===== config.mk =====
export PLATFORM = sky130hd
export DESIGN_NAME = row_clear_engine
export DESIGN_NICKNAME = d
export VERILOG_FILES = /design/src/rtl/row_clear_engine.sv
export SDC_FILE = /design/constraint.sdc
export NUM_CORES = 1
export LEC_CHECK = 0
export CORE_UTILIZATION = 40
export CTS_BUF_LIST = sky130_fd_sc_hd__clkbuf_8
export DETAILED_ROUTE_END_ITERATION = 10
export RECOVER_POWER = 50
export SYNTH_ARGS = -nofsm -noshare
export SYNTH_HDL_FRONTEND = slang
export SYNTH_SLANG_ARGS = --single-unit

===== constraint.sdc =====
create_clock -name Clk -period 10.71 [get_ports Clk]
set_clock_uncertainty 0.2 [all_clocks]
set_input_delay 2.142 -clock Clk [delete_from_list [all_inputs] [get_ports Clk]]
set_output_delay 2.142 -clock Clk [all_outputs]
set_load 0.02 [all_outputs]

===== src/rtl/row_clear_engine.sv =====
// Row-clear engine: scans a settled playfield bottom-up, drops full rows and
// compacts the survivors downward one row per clock, then reports the result.
module row_clear_engine #(
  parameter int ROWS    = 22,
  parameter int COLS    = 10,
  parameter int TOTAL_W = 16
) (
  input  logic               Clk,
  input  logic               Reset_h,
  input  logic               start,
  input  logic [COLS-1:0]    board_in [ROWS],
  output logic [COLS-1:0]    board_out [ROWS],
  output logic [4:0]         lines_cleared,
  output logic [TOTAL_W-1:0] total_lines,
  output logic               busy,
  output logic               done
);

  localparam int IDX_W = (ROWS > 1) ? $clog2(ROWS) : 1;
  localparam logic [IDX_W-1:0] LAST = IDX_W'(ROWS - 1);
  localparam logic [IDX_W-1:0] ONE  = IDX_W'(1);

  typedef enum logic [1:0] {IDLE, SCAN, FILL, DONE} state_t;

  state_t            state;
  logic [COLS-1:0]   src_q [ROWS];
  logic [COLS-1:0]   work  [ROWS];
  logic [IDX_W-1:0]  src_ptr;
  logic [IDX_W-1:0]  dst_ptr;
  logic [4:0]        cnt;
  logic              row_full;

  function automatic logic [TOTAL_W-1:0] sat_add(input logic [TOTAL_W-1:0] a,
                                                 input logic [4:0]         b);
    logic [TOTAL_W:0] s;
    s = {1'b0, a} + (TOTAL_W + 1)'(b);
    if (s[TOTAL_W]) return '1;
    return s[TOTAL_W-1:0];
  endfunction

  assign row_full = &src_q[src_ptr];

  always_ff @(posedge Clk) begin
    if (Reset_h) begin
      state <= IDLE;
      for (int r = 0; r < ROWS; r++) begin
        src_q[r]     <= '0;
        work[r]      <= '0;
        board_out[r] <= '0;
      end
      src_ptr       <= '0;
      dst_ptr       <= '0;
      cnt           <= '0;
      lines_cleared <= '0;
      total_lines   <= '0;
      busy          <= 1'b0;
      done          <= 1'b0;
    end else begin
      done <= 1'b0;
      case (state)
        // The cycle that shows done is still not an accept slot.
        IDLE: begin
          if (start && !done) begin
            for (int r = 0; r < ROWS; r++) src_q[r] <= board_in[r];
            src_ptr <= '0;
            dst_ptr <= '0;
            cnt     <= '0;
            busy    <= 1'b1;
            state   <= SCAN;
          end
        end
        SCAN: begin
          if (row_full) begin
            cnt <= cnt + 5'd1;
          end else begin
            work[dst_ptr] <= src_q[src_ptr];
            dst_ptr       <= dst_ptr + ONE;
          end
          if (src_ptr == LAST) begin
            state <= (row_full || cnt != 5'd0) ? FILL : DONE;
          end else begin
            src_ptr <= src_ptr + ONE;
          end
        end
        // Top rows vacated by cleared lines become empty.
        FILL: begin
          work[dst_ptr] <= '0;
          dst_ptr       <= dst_ptr + ONE;
          if (dst_ptr == LAST) state <= DONE;
        end
        DONE: begin
          for (int r = 0; r < ROWS; r++) board_out[r] <= work[r];
          lines_cleared <= cnt;
          total_lines   <= sat_add(total_lines, cnt);
          done          <= 1'b1;
          busy          <= 1'b0;
          state         <= IDLE;
        end
        default: state <= IDLE;
      endcase
    end
  end

endmodule


## Word-level counts from Yosys, hierarchy flattened

Memory sizes are Yosys's and may differ from the RTL's. A register that Yosys moved wholly into a read port is not among the register bits.
Cells that the tools add are included.

| storage, ports and cells | value |
|---|---|
| output and inout bits | 243 |
| flip-flop bits (word level) | 40 |
| memory bits (writable) | 440 |
| word-level logic and storage cells | 124 |
| memories | 2 |

Memories:

| name | words | width | read ports | clocked after memory_dff | write ports | line | RTL |
|---|---|---|---|---|---|---|---|
| src_q | 22 | 10 | 1 | 1 | 22 | 26 | `logic [COLS-1:0] src_q [ROWS];` |
| work | 22 | 10 | 22 | 22 | 22 | 27 | `logic [COLS-1:0] work [ROWS];` |

| cells by class | value |
|---|---|
| eq/ne operators | 11 |
| multiplexer cells | 61 |
| bitwise operators | 23 |
| reduce and logical (&&, ||, !) cells | 15 |
| add/sub/neg operators | 4 |

Operators with widths:

| cell | number |
|---|---|
| 10-bit two-way mux | 24 |
| 5-bit two-way mux | 7 |
| 16-bit two-way mux | 2 |
| 1-bit bitwise OR | 23 |
| 1-bit two-way mux | 20 |
| 5-bit one-hot mux with 2 select lines | 2 |
| 16-bit by 5-bit adder with 17-bit output | 1 |
| 5-bit by 1-bit adder with 5-bit output, second input constant | 3 |
| 5-bit one-hot mux with 3 select lines | 1 |
| 2-bit != test, second input constant | 6 |
| 3-bit AND reduction | 4 |
| 5-bit equality test, second input constant | 2 |
| 10-bit AND reduction | 1 |
| 10-bit OR reduction | 1 |
| 2-bit one-hot mux with 4 select lines | 1 |
| 2-bit two-way mux | 3 |
| 5-bit nonzero test | 1 |
| 2-bit equality test, second input constant | 2 |
| 2-bit nonzero test | 2 |
| 3-bit nonzero test | 1 |
| 2-bit by 1-bit equality test with 1-bit output, second input constant | 1 |
| 2-bit zero test | 1 |
| 1-bit one-hot mux with 2 select lines | 1 |
| 2-bit AND reduction | 1 |
| other kinds (3) | 3 |

## Depth between registers and ports, before layout

| depth | value |
|---|---|
| word-level depth | 8 |
| gate-level depth with buffers | 14 |

## Worst setup path before layout

Ideal clock, no wire load.

| timing | value |
|---|---|
| path type | input to register |
| from | in Reset_h |
| to | mem src_q[0][0] (enable) |
| slack | 1.661 ns |
| required time | 9.890 ns |
| arrival | 8.230 ns |
| stages on the path | 4 |
| cells stage by stage | clkbuf_1 -> clkbuf_1 -> clkbuf_1 -> nand2b_1 |

RTL lines:

| element | line | RTL |
|---|---|---|
| start, declared | 9 | `input logic Reset_h,` |
| end, declared | 26 |  |

==> results.py <==
metrics = {
    "status": {
        "outcome": "complete, but fails checks",
        "failed_checks": "max-capacitance violations, max-slew violations",
    },
    "floorplan": {
        "ios": 466,
        "fp.coreArea_um2": 69100,
        "start_util_pct": 40.8,
        "row_count": 96,
        "fp.dieH_um": 267,
        "die_w_um": 267,
        "dieArea_um2": 71500,
    },
    "detailed_routing": {
        "drc": 0,
        "wl_mm": 76.7,
        "vias": 18429,
        "ant_nets": 0,
        "drt_iter0_drc": 1338,
        "routed_via_density": 4.98,
        "first_pass_iters": 5,
        "wl_per_cell_um": 20.7,
    },
    "setup_path": {
        "arrival_ns": 7.84,
        "crit_fanout": 52,
        "crit_required_ns": 11.05,
        "crit_path_end_kind": "flip-flop",
        "path_class": "reg -> reg",
        "start_kind": "flip-flop",
    },
    "finish": {
        "areaGrowthSynthToFinish_pct": 27.2,
        "nFillCells": 5926,
        "drive_above_1_share_pct": 8.49,
        "multi_input_area_um2": 9010,
        "seq_area_um2": 18500,
        "fin_nets": 2909,
    },
    "clock_tree": {
        "clockBufferDepth": 3,
        "cts_root_buffer": "clkbuf_8",
        "cts_resized": 0,
        "cts_buffers": 112,
        "clock_latency_ns": 0.71,
        "cts_sinks": 705,
        "cts_setup_buffers": 0,
        "htree_levels": 3,
        "tritoncts": "built",
        "clkTransAtPathRegs_ns": 0.07,
        "holdBufCountCts": 0,
    },
    "placed_design": {
        "io_buffers": 465,
        "place_congestion": 0.817,
        "hpwl_mm": 52.2,
    },
    "logic_synthesis": {
        "ys_async_sr_fraction_pct": 0,
        "ys_seq_area_share_pct": 65.8,
        "synthFlopType": "edfxtp_1",
        "ys_ff_latch": 705,
        "syn_avg_cell_area_um2": 12.7,
        "synth.top_cell.area_share_pct": 46.9,
        "synthesis.nets": 2457,
        "yosysTopAreaCell": "edfxtp_1",
        "synth.most_common_cell": "nor2_1",
        "synthTopCellsByArea": "edfxtp_1 47%, dfxtp_1 19%, mux2i_1 9.2%",
        "synth_edf_count": 440,
        "synth.cells.most_frequent": "481 x nor2_1, 440 x edfxtp_1, 265 x dfxtp_1, 260 x mux2i_1, 184 x and2_1",
        "ys_warn_count": 0,
        "synth_area_um2": 28200,
        "synth_cell_type_count": 71,
        "synthCells": 2216,
    },
    "global_route": {
        "grt_max_degree": 135,
        "gr-total-overflow": 0,
        "grt_pass1_wl_mm": 112,
        "grt_pass1_vias": 18570,
        "groute.usage.overall_pct": 21.0,
        "antenna_found_initial": 3,
    },
    "sta": {
        "hold_viol_final": 0,
        "post-route-min-period_ns": 7.50,
        "timing.fmax_mhz": 133,
        "rsz0062_at_grt": "false",
        "finalMaxSlewViolations": 353,
        "tightest_slew_ns": 4.05,
        "fin_tns_setup_ns": 0,
        "hold_slack_ns": 0.268,
        "maxSlewHeadroom_pct": -170,
        "fin_crit_sh_pct": 70.0,
        "setup_viol": 0,
    },
    "pwr": {
        "pwr-share-seq_pct": 49.3,
        "power.internal_w": 0.00488,
        "powerDensity_nw_per_um2": 191,
        "sw_frac_of_total_pct": 28.4,
        "pwr-share-comb_pct": 17.2,
        "clock_power_share_pct": 33.4,
        "leakagePower_nw": 13.2,
        "p_switching_w": 0.00194,
        "vdd_drop_max_mv": 0.0866,
    },
    "worst_hold_path": {
        "hp-class": "reg -> reg",
    },
    "run": {
        "max-cap-violations": 8,
    },
}
## cell type report
cell class / instances / area share, %
Antenna cell: 1 / 0.00699
Multi-Input combinational cell: 1349 / 25.2
Inverter: 21 / 0.220
Clock buffer: 126 / 4.84
Clock inverter: 88 / 1.48
Tap cell: 931 / 3.25
Sequential cell: 705 / 51.7
Timing Repair Buffer: 479 / 13.3
## power by group through the flow
stage / clock network (W) / registers, W / logic [W]
after floorplan: 0 / 0.00344 / 0.000689
after global placement: 0 / 0.00341 / 0.00117
after detailed placement: 0 / 0.00343 / 0.00119
after CTS: 0.00233 / 0.00337 / 0.00120
after global routing: 0.00245 / 0.00339 / 0.00126
final: 0.00228 / 0.00336 / 0.00118
## per-stage QoR
step / power (W) / instances / setup slack (ns) / util [%] / cell area [µm²]
2_1_floorplan: 0.00413 / 2216 / 1.66 / - / 28200
3_3_place_gp: 0.00459 / 3485 / 5.08 / 48.7 / 33600
3_5_place_dp: 0.00462 / 3485 / 5.00 / 48.7 / 33600
4_1_cts: 0.00690 / 3699 / 5.62 / 51.9 / 35900
5_1_grt: 0.00711 / 3700 / 2.73 / 51.9 / 35800
6_report: 0.00682 / 3700 / 3.21 / 51.9 / 35800
## sequential cells by signal, indices dropped and copies added, names as in the netlist, named ones only
name / flops
done: 1
total_lines: 16
board_out: 220
state: 2
cnt: 5
busy: 1
work: 220
src_q: 220
lines_cleared: 5
src_ptr: 5
dst_ptr: 5
## cells in the final DEF, fill, tap and decap left out, types with 56 or more instances in the layout
cell type,Yosys,final
dfxtp_1,265,263
inv_1,20,67
clkbuf_8,0,126
nor2_1,481,481
edfxtp_1,440,440
clkdlybuf4s50_1,0,220
mux2i_1,260,260
dlygate4sd3_1,0,244
and2_1,184,144
nor2b_1,56,56
nand2_1,80,80
## critical path, cell delays in order (launching register included)
cell and delay [ns]:
dfxtp_4 0.61, clkbuf_1 2.35, mux4_1 0.64, a211oi_1 0.27, or3_1 0.18, and4bb_1 0.24, and4_1 0.23, a21oi_1 1.53
o21bai_4 0.71, nor2_1 0.28
## kinds of logic after synthesis
logic type | share of synthesized area (%)
flops | 65.8
simple gates | 14.7
xor+xnor | 0.373
compound gates | 3.38
fa+ha+maj | 0.826
mux | 12.4
buf+inv | 2.56
## worst paths after layout
check             start             end  slack (ns)  cells after the start
min reg2reg  work[9][0]  board_out[120]        0.27                      2
max           flip-flop      work[7][5]        3.21                      9
max reg2reg   flip-flop      work[7][5]        3.21                      9
min          work[9][0]  board_out[120]        0.27                      2
## metal layers
metal	GRT usage, %	vias up	share of wire, %
met5	0	-	0.021
met1	26.0	9004	41
met4	7.61	2	2.6
met3	3.50	124	5.7
li1	-	8690	-
met2	36.9	609	50
Note: power is estimated with default switching activity, not from simulation.
